## config.mk

```make
export PLATFORM = sky130hd
export DESIGN_NAME = muldiv_unit
export DESIGN_NICKNAME = d
export VERILOG_FILES = /design/src/rtl/muldiv_pkg.sv /design/src/rtl/muldiv_unit.sv
export SDC_FILE = /design/constraint.sdc
export NUM_CORES = 1
export LEC_CHECK = 0
export CAP_MARGIN = 20
export CORE_MARGIN = 2
export CORE_UTILIZATION = 35
export CTS_CLUSTER_DIAMETER = 40
export CTS_CLUSTER_SIZE = 16
export DETAILED_ROUTE_END_ITERATION = 6
export PLACE_DENSITY = 0.59
export RECOVER_POWER = 25
export SYNTH_ARGS = -nofsm -noshare
export SYNTH_HDL_FRONTEND = slang
export SYNTH_SLANG_ARGS = --single-unit
```

## constraint.sdc

```tcl
create_clock -name clock -period 5.2 [get_ports clock]
set_input_delay 1.04 -clock clock [delete_from_list [all_inputs] [get_ports clock]]
set_output_delay 1.04 -clock clock [all_outputs]
set_load 0.01 [all_outputs]
```

## src/rtl/muldiv_pkg.sv

```systemverilog
// Shared types for the iterative RISC-V M-extension multiply/divide unit.
package muldiv_pkg;

    typedef enum logic [2:0] {
        OP_MUL    = 3'b000,
        OP_MULH   = 3'b001,
        OP_MULHSU = 3'b010,
        OP_MULHU  = 3'b011,
        OP_DIV    = 3'b100,
        OP_DIVU   = 3'b101,
        OP_REM    = 3'b110,
        OP_REMU   = 3'b111
    } muldiv_op_e;

    typedef enum logic [1:0] {
        ST_IDLE = 2'b00,
        ST_MUL  = 2'b01,
        ST_DIV  = 2'b10,
        ST_DONE = 2'b11
    } muldiv_state_e;

endpackage

```

## src/rtl/muldiv_unit.sv

```systemverilog
// Iterative multiply/divide: radix-2 shift-add multiply and restoring divide on
// operand magnitudes, one bit per cycle, with sign fix-up when entering DONE.
module muldiv_unit
    import muldiv_pkg::*;
#(
    parameter int DATA_W = 32,
    parameter int CNT_W  = $clog2(DATA_W) + 1
) (
    input  logic              clock,
    input  logic              reset,
    input  logic              start,
    input  logic [2:0]        funct3,
    input  logic [DATA_W-1:0] operand_a,
    input  logic [DATA_W-1:0] operand_b,
    input  logic              flush,
    output logic              busy,
    output logic              done,
    output logic [DATA_W-1:0] result
);

    localparam int PW = 2 * DATA_W;
    localparam logic [DATA_W-1:0] MIN_NEG = {1'b1, {(DATA_W-1){1'b0}}};

    function automatic logic [DATA_W-1:0] negate_w(input logic [DATA_W-1:0] v);
        return ~v + DATA_W'(1);
    endfunction

    function automatic logic [PW-1:0] negate_p(input logic [PW-1:0] v);
        return ~v + PW'(1);
    endfunction

    function automatic logic [DATA_W-1:0] magnitude(input logic [DATA_W-1:0] v,
                                                    input logic is_signed);
        return (is_signed && v[DATA_W-1]) ? negate_w(v) : v;
    endfunction

    muldiv_state_e     state_r, state_next_s;
    muldiv_op_e        op_s, op_r;
    logic              a_signed_s, b_signed_s, neg_a_s, neg_b_s, res_neg_s, res_neg_r;
    logic              div_zero_s, ovf_s, special_s, last_step_s;
    logic [DATA_W-1:0] mag_a_s, mag_b_s, special_res_s;
    logic [DATA_W-1:0] opnd_r, acc_hi_r, acc_lo_r, result_r;
    logic [CNT_W-1:0]  cnt_r;
    logic [DATA_W:0]   mul_sum_s, div_shift_s, div_trial_s;
    logic [DATA_W-1:0] step_hi_s, step_lo_s, div_raw_s, div_fix_s, final_s;
    logic [PW-1:0]     prod_s, prod_fix_s;
    logic              busy_s, done_s, busy_r, done_r;

    // Decode the incoming request: signedness, magnitudes and short-cut cases.
    always_comb begin
        op_s       = muldiv_op_e'(funct3);
        a_signed_s = 1'b0;
        b_signed_s = 1'b0;
        case (op_s)
            OP_MULH:   begin a_signed_s = 1'b1; b_signed_s = 1'b1; end
            OP_MULHSU: begin a_signed_s = 1'b1; b_signed_s = 1'b0; end
            OP_DIV:    begin a_signed_s = 1'b1; b_signed_s = 1'b1; end
            OP_REM:    begin a_signed_s = 1'b1; b_signed_s = 1'b1; end
            default:   begin a_signed_s = 1'b0; b_signed_s = 1'b0; end
        endcase
        neg_a_s    = a_signed_s & operand_a[DATA_W-1];
        neg_b_s    = b_signed_s & operand_b[DATA_W-1];
        mag_a_s    = magnitude(operand_a, a_signed_s);
        mag_b_s    = magnitude(operand_b, b_signed_s);
        // Remainder follows the dividend; everything else follows the product sign.
        if (op_s == OP_REM) begin
            res_neg_s = neg_a_s;
        end else begin
            res_neg_s = neg_a_s ^ neg_b_s;
        end
        div_zero_s = funct3[2] && (operand_b == {DATA_W{1'b0}});
        ovf_s      = ((op_s == OP_DIV) || (op_s == OP_REM)) &&
                     (operand_a == MIN_NEG) && (operand_b == {DATA_W{1'b1}});
        special_s  = div_zero_s || ovf_s;
        if (div_zero_s) begin
            special_res_s = funct3[1] ? operand_a : {DATA_W{1'b1}};
        end else if (ovf_s) begin
            special_res_s = funct3[1] ? {DATA_W{1'b0}} : operand_a;
        end else begin
            special_res_s = {DATA_W{1'b0}};
        end
    end

    // One iteration of shift-add multiply or restoring divide on the shared accumulators.
    always_comb begin
        mul_sum_s   = {1'b0, acc_hi_r} +
                      (acc_lo_r[0] ? {1'b0, opnd_r} : {(DATA_W+1){1'b0}});
        div_shift_s = {acc_hi_r, acc_lo_r[DATA_W-1]};
        div_trial_s = div_shift_s - {1'b0, opnd_r};
        step_hi_s   = acc_hi_r;
        step_lo_s   = acc_lo_r;
        case (state_r)
            ST_MUL: begin
                step_hi_s = mul_sum_s[DATA_W:1];
                step_lo_s = {mul_sum_s[0], acc_lo_r[DATA_W-1:1]};
            end
            ST_DIV: begin
                if (!div_trial_s[DATA_W]) begin
                    step_hi_s = div_trial_s[DATA_W-1:0];
                    step_lo_s = {acc_lo_r[DATA_W-2:0], 1'b1};
                end else begin
                    step_hi_s = div_shift_s[DATA_W-1:0];
                    step_lo_s = {acc_lo_r[DATA_W-2:0], 1'b0};
                end
            end
            default: begin
                step_hi_s = acc_hi_r;
                step_lo_s = acc_lo_r;
            end
        endcase
        last_step_s = (cnt_r == CNT_W'(DATA_W - 1));
    end

    // Sign-correct and select the final result from the last iteration's values.
    always_comb begin
        prod_s     = {step_hi_s, step_lo_s};
        prod_fix_s = res_neg_r ? negate_p(prod_s) : prod_s;
        if ((op_r == OP_REM) || (op_r == OP_REMU)) begin
            div_raw_s = step_hi_s;
        end else begin
            div_raw_s = step_lo_s;
        end
        div_fix_s = res_neg_r ? negate_w(div_raw_s) : div_raw_s;
        case (op_r)
            OP_MUL:    final_s = prod_fix_s[DATA_W-1:0];
            OP_MULH:   final_s = prod_fix_s[PW-1:DATA_W];
            OP_MULHSU: final_s = prod_fix_s[PW-1:DATA_W];
            OP_MULHU:  final_s = prod_fix_s[PW-1:DATA_W];
            default:   final_s = div_fix_s;
        endcase
    end

    // FSM state register.
    always_ff @(posedge clock or posedge reset) begin
        if (reset) begin
            state_r <= ST_IDLE;
        end else begin
            state_r <= state_next_s;
        end
    end

    // FSM next state: flush dominates, start only honoured when not computing.
    always_comb begin
        state_next_s = state_r;
        case (state_r)
            ST_IDLE, ST_DONE: begin
                if (flush) begin
                    state_next_s = ST_IDLE;
                end else if (start) begin
                    if (special_s) begin
                        state_next_s = ST_DONE;
                    end else begin
                        state_next_s = funct3[2] ? ST_DIV : ST_MUL;
                    end
                end else begin
                    state_next_s = ST_IDLE;
                end
            end
            ST_MUL, ST_DIV: begin
                if (flush) begin
                    state_next_s = ST_IDLE;
                end else if (last_step_s) begin
                    state_next_s = ST_DONE;
                end else begin
                    state_next_s = state_r;
                end
            end
            default: state_next_s = ST_IDLE;
        endcase
    end

    // FSM outputs decoded from the next state so they can be registered.
    always_comb begin
        busy_s = 1'b0;
        done_s = 1'b0;
        case (state_next_s)
            ST_MUL:  busy_s = 1'b1;
            ST_DIV:  busy_s = 1'b1;
            ST_DONE: done_s = 1'b1;
            default: begin
                busy_s = 1'b0;
                done_s = 1'b0;
            end
        endcase
    end

    // Registered status outputs.
    always_ff @(posedge clock or posedge reset) begin
        if (reset) begin
            busy_r <= 1'b0;
            done_r <= 1'b0;
        end else begin
            busy_r <= busy_s;
            done_r <= done_s;
        end
    end

    // Datapath: latch request, iterate, and capture the result on entering DONE.
    always_ff @(posedge clock or posedge reset) begin
        if (reset) begin
            op_r      <= OP_MUL;
            res_neg_r <= 1'b0;
            opnd_r    <= {DATA_W{1'b0}};
            acc_hi_r  <= {DATA_W{1'b0}};
            acc_lo_r  <= {DATA_W{1'b0}};
            cnt_r     <= {CNT_W{1'b0}};
            result_r  <= {DATA_W{1'b0}};
        end else if (!flush) begin
            case (state_r)
                ST_IDLE, ST_DONE: begin
                    if (start) begin
                        op_r      <= op_s;
                        res_neg_r <= res_neg_s;
                        opnd_r    <= funct3[2] ? mag_b_s : mag_a_s;
                        acc_hi_r  <= {DATA_W{1'b0}};
                        acc_lo_r  <= funct3[2] ? mag_a_s : mag_b_s;
                        cnt_r     <= {CNT_W{1'b0}};
                        if (special_s) begin
                            result_r <= special_res_s;
                        end
                    end
                end
                ST_MUL, ST_DIV: begin
                    acc_hi_r <= step_hi_s;
                    acc_lo_r <= step_lo_s;
                    cnt_r    <= cnt_r + CNT_W'(1);
                    if (last_step_s) begin
                        result_r <= final_s;
                    end
                end
                default: cnt_r <= {CNT_W{1'b0}};
            endcase
        end
    end

    assign busy   = busy_r;
    assign done   = done_r;
    assign result = result_r;

endmodule

```

==> results of run 1 <==
[synth_stat cells, drive strengths merged (10+ instances only)]
cell / number / area, µm²
o21ai: 262 / 1320
a221oi: 38 / 352
o22ai: 14 / 87.6
nor4: 22 / 153
ha: 73 / 913
o41ai: 14 / 179
a22oi: 12 / 90.1
or4: 11 / 86.3
and3: 14 / 87.6
mux2i: 30 / 304
o221ai: 13 / 114
xor2: 79 / 692
nand4: 41 / 269
mux2: 10 / 113
buf: 53 / 260
nor2: 226 / 848
o21bai: 11 / 82.6
o31ai: 46 / 350
clkbuf: 105 / 394
nor3: 74 / 387
or3: 26 / 173
a22o: 15 / 131
nor2b: 12 / 75.1
and2: 14 / 87.6
o21a: 20 / 150
xnor2: 93 / 815
a21o: 41 / 308
or2: 14 / 87.6
a211oi: 31 / 245
a31oi: 26 / 163
a21oi: 242 / 1220
nand2b: 16 / 108
inv: 104 / 390
dfrtp: 142 / 3550
o211ai: 22 / 165
nand2: 314 / 1190
nand3: 44 / 220
[through the flow]
step,cell area [µm²],cells,hold WS [ns]
detailed placement,20700,3313,0.470
CTS,21300,3346,0.483
global placement,20700,3313,0.465
floorplan,17400,2448,0.450
global route,21700,3360,0.512
finish,21700,3360,0.479
[layout make-up]
cell class | count | area, µm² | area share [%]
Multi-Input combinational cell | 2043 | 13200 | 60.7
Timing Repair Buffer | 374 | 3150 | 14.5
Sequential cell | 142 | 3550 | 16.4
Tap cell | 664 | 831 | 3.83
Inverter | 105 | 398 | 1.84
Clock buffer | 20 | 447 | 2.06
Clock inverter | 12 | 136 | 0.629
[final timing paths]
kind / to / slack (ns) / cells after the start
max: result[14] / -0.05 / 21
min: opnd_r[13] / 0.48 / 2
max reg2reg: result[14] / -0.05 / 21
min reg2reg: opnd_r[13] / 0.48 / 2
max in group asynchronous: res_neg_r / 2.21 / 2
min in group asynchronous: acc_lo_r[8] / 1.74 / 2
[worst max-delay path: stages, from the launching register on]
cell      delay (ns)
dfrtp_1         0.36
inv_1           0.12
ha_1            0.32
a21oi_1         0.21
o21ai_2         0.13
a211oi_1        0.29
o21ai_1         0.16
buf_4           0.20
or3_1           0.37
a41o_1          0.26
inv_2           0.08
ha_4            0.14
nand4_4         0.07
or3_4           0.39
a311oi_4        0.23
o21ai_2         0.09
or4b_4          0.58
o31ai_2         0.32
xnor2_1         0.18
o22ai_1         0.14
a21oi_2         0.32
o21ai_0         0.13
[layer usage]
metal  vias up  share of wire (%)  track usage [%]
li1       9465                  -                -
met1      9822                 42             43.8
met2      1055                 45             51.3
met3       166                8.6             5.87
met4         4                4.6             14.7
met5         -              0.038                0
[timing repair]
item | CTS | global route
resized for setup | 9 | 57
buffers inserted | 1 | 14
setup endpoints to repair | 9 | 22
pin swaps | 2 | 17
[flip-flops by register name (all words and copies together) (netlist names), 2 cells and up]
name and count:
acc_hi_r 32, acc_lo_r 32, opnd_r 32, result 32, cnt_r 6, op_r 3, state_r 2
[kinds of logic (layout without fill, tap and decap cells)]
group,after synthesis,after routing
mux,40,40
flops,142,142
buf+inv,263,511
compound gates,894,894
xor+xnor,172,172
simple gates,862,862
fa+ha+maj,75,75
[power breakdown]
part / switching, mW / total (mW) / internal [mW]
logic: 2.15 / 3.39 / 1.25
registers: 0.127 / 1.37 / 1.25
clock network: 0.581 / 1.30 / 0.723
==> results.cfg, run 1 <==
[synthesis]
synthMuxAreaShare_pct = 2.40
yosysSeqAreaShare_pct = 20.5
synth_edf_count = 0
synth-xor-area-share_pct = 8.68
synthSimpleGateAreaFrac_pct = 23.4
syn_nets = 2594
syn_area_per_cell_um2 = 7.09
synth_flop_cell = dfrtp_1
ys_seq_elements = 142
synth-compound-area-share_pct = 33.5
netlist-cell-type-count = 98
synthAdderAreaFrac_pct = 5.50
yosysWarningCount = 0
synth_area_um2 = 17400
synth_top_family_by_area = compound AO/OA/AOI/OAI gates
synth_async_sr_flop_share_pct = 100
syn_inst = 2448

[power]
power_density_nw_per_um2 = 280
leakage_nw = 8.91
ir_drop_uv = 231
finalPower_mw = 6.07

[sta]
hold_viol = 0
tns_ns = -0.0987
fin_skew_ns = 0.0128
timing.final.crit_share_pct = 101
final_max_slew_viol_count = 87
rsz0062_at_grt = true
setup_viol = 4
slew_headroom_pct = -50.5
setup_ws_ns = -0.0451
maxClockFrequency_mhz = 191
finalCriticalPeriod_ns = 5.25
worst_pin_slew_ns = 2.26

[route]
remaining_drc_errors = 0
routed_wl_mm = 84.4
routed_via_density = 6.10
drt-initial-drc-count = 2286
wl_per_cell_um = 25.1
vias = 20500
ant_nets = 0
first_pass_iters = 6

[floorplan]
start_util_pct = 35.4
top_level_ports = 105
core_area_um2 = 49000
die_area_um2 = 51400
rows = 81
die_w_um = 227
chipHeight_um = 227

[critical_path]
reg2reg_from = opnd_r[27]
crit_type = flip-flop to flip-flop
path_max_fanout = 6
arrival_ns = 5.56
critPathRequiredTime_ns = 5.52
startpoint_type = flip-flop
startpoint = opnd_r[27]
worst_setup_path_end_kind = flip-flop

[placed_design]
gp_congestion = 1.03
numPortBuffers = 104
dpl_worst_slack_ns = -0.221
place_hpwl_mm = 67.4

[min_path]
min_from = opnd_r[13]
hold_class = flip-flop to flip-flop

[clock_tree]
cts-root-buf = clkbuf_16
cts_hold_buf = 0
cts_buffer_depth = 2
numCtsBuffers = 17
clk_pin_slew_ns = 0.07
insertion_delay_ns = 0.47
tritoncts = yes
htreeDepth = 4
cts_sinks = 142

[finish]
drive_above_1_share_pct = 16.4
final_common_cell = nand2_1
layout_common_cells = nand2_1 (312), buf_4 (263), o21ai_0 (245)
fillers = 4952
synthToLayoutAreaGrowth_pct = 24.9
fin_nets = 2829
antennaDiodeCount = 0
utilization_pct = 44.3

[run_status]
violations = capacitance limit, slew limit, setup timing
status = complete, but fails checks

[job]
max-cap-violations = 1

[grt]
antenna_found_initial = 5
grt_overflow = 0
grt_max_degree = 88
grt_pass1_vias = 19400
grt.total_usage_pct = 32.7
grt_pass1_wl_mm = 125
No activity file was read; power rests on OpenSTA's default activity.
==> run 2, diff against run 1 <==
--- a/config.mk
+++ b/config.mk
@@ -11,7 +11,7 @@
 export CTS_CLUSTER_DIAMETER = 40
 export CTS_CLUSTER_SIZE = 16
 export DETAILED_ROUTE_END_ITERATION = 6
-export PLACE_DENSITY = 0.59
+export PLACE_DENSITY = 0.51
 export RECOVER_POWER = 25
 export SYNTH_ARGS = -nofsm -noshare
 export SYNTH_HDL_FRONTEND = slang
==> results.cfg, run 2 (synthesis gave the netlist of run 1 again) <==
[run_status]
status = complete, but fails checks
violations = capacitance limit, slew limit

[placed_design]
dpl_worst_slack_ns = -0.236
numPortBuffers = 104
gp_congestion = 1.02
place_hpwl_mm = 68.8
place_inst = 3360

[critical_path]
path_max_fanout = 7
critPathRequiredTime_ns = 5.56
cp-endpoint = result[30]
arrival_ns = 5.52
crit_type = flip-flop to flip-flop
startpoint = acc_lo_r[31]
worst_setup_path_end_kind = flip-flop
r2r-end = result[30]
rrSetupSlack_ns = 0.05
startpoint_type = flip-flop
reg2reg_from = acc_lo_r[31]
rr_worst_depth = 22

[route]
wl_per_cell_um = 25.2
first_pass_iters = 6
routed_wl_mm = 85.5
vias = 20500
routed_via_density = 6.03
drt-initial-drc-count = 2159
ant_nets = 0
remaining_drc_errors = 0

[grt]
grt.total_usage_pct = 33.2
grt_overflow = 0
grt_pass1_wl_mm = 126
antenna_found_initial = 1
grt_pass1_vias = 19400
grt_max_degree = 109

[clock_tree]
cts_buffer_depth = 2
cts_sinks = 142
htreeDepth = 4
clk_pin_slew_ns = 0.07
tritoncts = yes
numCtsBuffers = 17
insertion_delay_ns = 0.48
cts_hold_buf = 0
cts-root-buf = clkbuf_16

[finish]
multi_input_area_um2 = 13100
fin_nets = 2868
layout_common_cells = nand2_1 (312), buf_4 (302), o21ai_0 (244)
fin_cells = 3399
final_common_cell = nand2_1
synthToLayoutAreaGrowth_pct = 26.9
antennaDiodeCount = 0
fillers = 5076
final-seq-area_um2 = 3550
drive_above_1_share_pct = 17.2

[sta]
fin_skew_ns = 0.0106
hold_ws_ns = 0.482
slew_headroom_pct = -136
hold_viol = 0
worst_pin_slew_ns = 3.53
maxClockFrequency_mhz = 194
timing.final.crit_share_pct = 99.1
setup_ws_ns = 0.0457
finalCriticalPeriod_ns = 5.15
setup_viol = 0
rsz0062_at_grt = true
final_max_slew_viol_count = 78

[power]
p_comb_share_pct = 54.1
p_sw_share_pct = 44.5
ir_drop_uv = 271
p_int_mw = 3.44
clockPowerShare_pct = 23.7
p_sw_mw = 2.76
finalPower_mw = 6.21
p_seq_share_pct = 22.2
power_density_nw_per_um2 = 282
leakage_nw = 9.15

[floorplan]
core_area_um2 = 49000
top_level_ports = 105
chipHeight_um = 227
start_util_pct = 35.4
die_w_um = 227
die_area_um2 = 51400
rows = 81

[job]
max-cap-violations = 1

[min_path]
hold_class = flip-flop to flip-flop
## run 2: cell types whose count changed in the layout (fill, tap and decap cells not counted), sizes merged
cell	change
bufinv	+3
buf	+39
clkinv	-2
inv	-2
clkbuf	+3
clkinvlp	-2
## run 2: repair_timing
action / in CTS / in global routing
setup endpoints to repair: 7 / 21
setup buffers: 0 / 7
gates resized for setup: 6 / 57
endpoints found under the hold margin: 0 / 0
pin swaps: 3 / 12
## run 2: worst min path at each step
stage	startpoint	to	slack, ns	cells past startpoint
after floorplan	opnd_r[11]	opnd_r[11]	0.45	2
after CTS	opnd_r[19]	opnd_r[19]	0.49	2
final	opnd_r[19]	opnd_r[19]	0.48	2
after global routing	opnd_r[9]	opnd_r[9]	0.52	2
after detailed placement	opnd_r[19]	opnd_r[19]	0.47	2
after global placement	opnd_r[8]	opnd_r[8]	0.46	2
## run 2: cell type report
cell class,instances,area share [%]
clock buffers,23,2.26
flip-flops and latches,142,16.1
multi-input cells,2043,59.7
well taps,664,3.77
clock inverters,9,0.813
inverters,105,1.79
repair buffers,413,15.6
## run 2: worst max-delay path, cell delays in order (launching register included)
cell and delay (ns):
dfrtp_1 0.39, inv_2 0.08, ha_4 0.13, inv_2 0.04, fa_2 0.34, a211oi_2 0.23, o211ai_1 0.17, a21oi_2 0.26
a211oi_4 0.09, or3_4 0.35, a41o_1 0.25, inv_2 0.08, ha_4 0.14, nand4_4 0.07, or3_4 0.39, a311oi_4 0.24
o21ai_2 0.11, or4b_4 0.58, nand2b_4 0.24, o41ai_4 0.38, xnor2_1 0.16, o221ai_1 0.12, a21o_1 0.17
## run 2: power groups by stage
stage	Clock, mW	Sequential [mW]	Combinational (mW)
2_1_floorplan	0	1.35	1.91
3_5_place_dp	0	1.39	3.20
3_3_place_gp	0	1.39	3.20
6_report	1.47	1.38	3.36
4_1_cts	1.48	1.37	3.23
5_1_grt	1.52	1.39	3.61
## run 2: layer usage
metal | GRT usage (%) | routed length [µm]
met3 | 3.68 | 6000
met1 | 45.7 | 37700
met4 | 17.4 | 4820
met2 | 51.1 | 37000
met5 | 0 | 13
## run 2: through the flow
step	util [%]	cell area, µm²	TNS, ns
3_3_place_gp	42.9	21000	-0.411
6_report	45.0	22000	0
2_1_floorplan	-	17400	-0.588
3_5_place_dp	42.9	21000	-0.273
5_1_grt	45.0	22000	-0.864
4_1_cts	44.4	21700	0
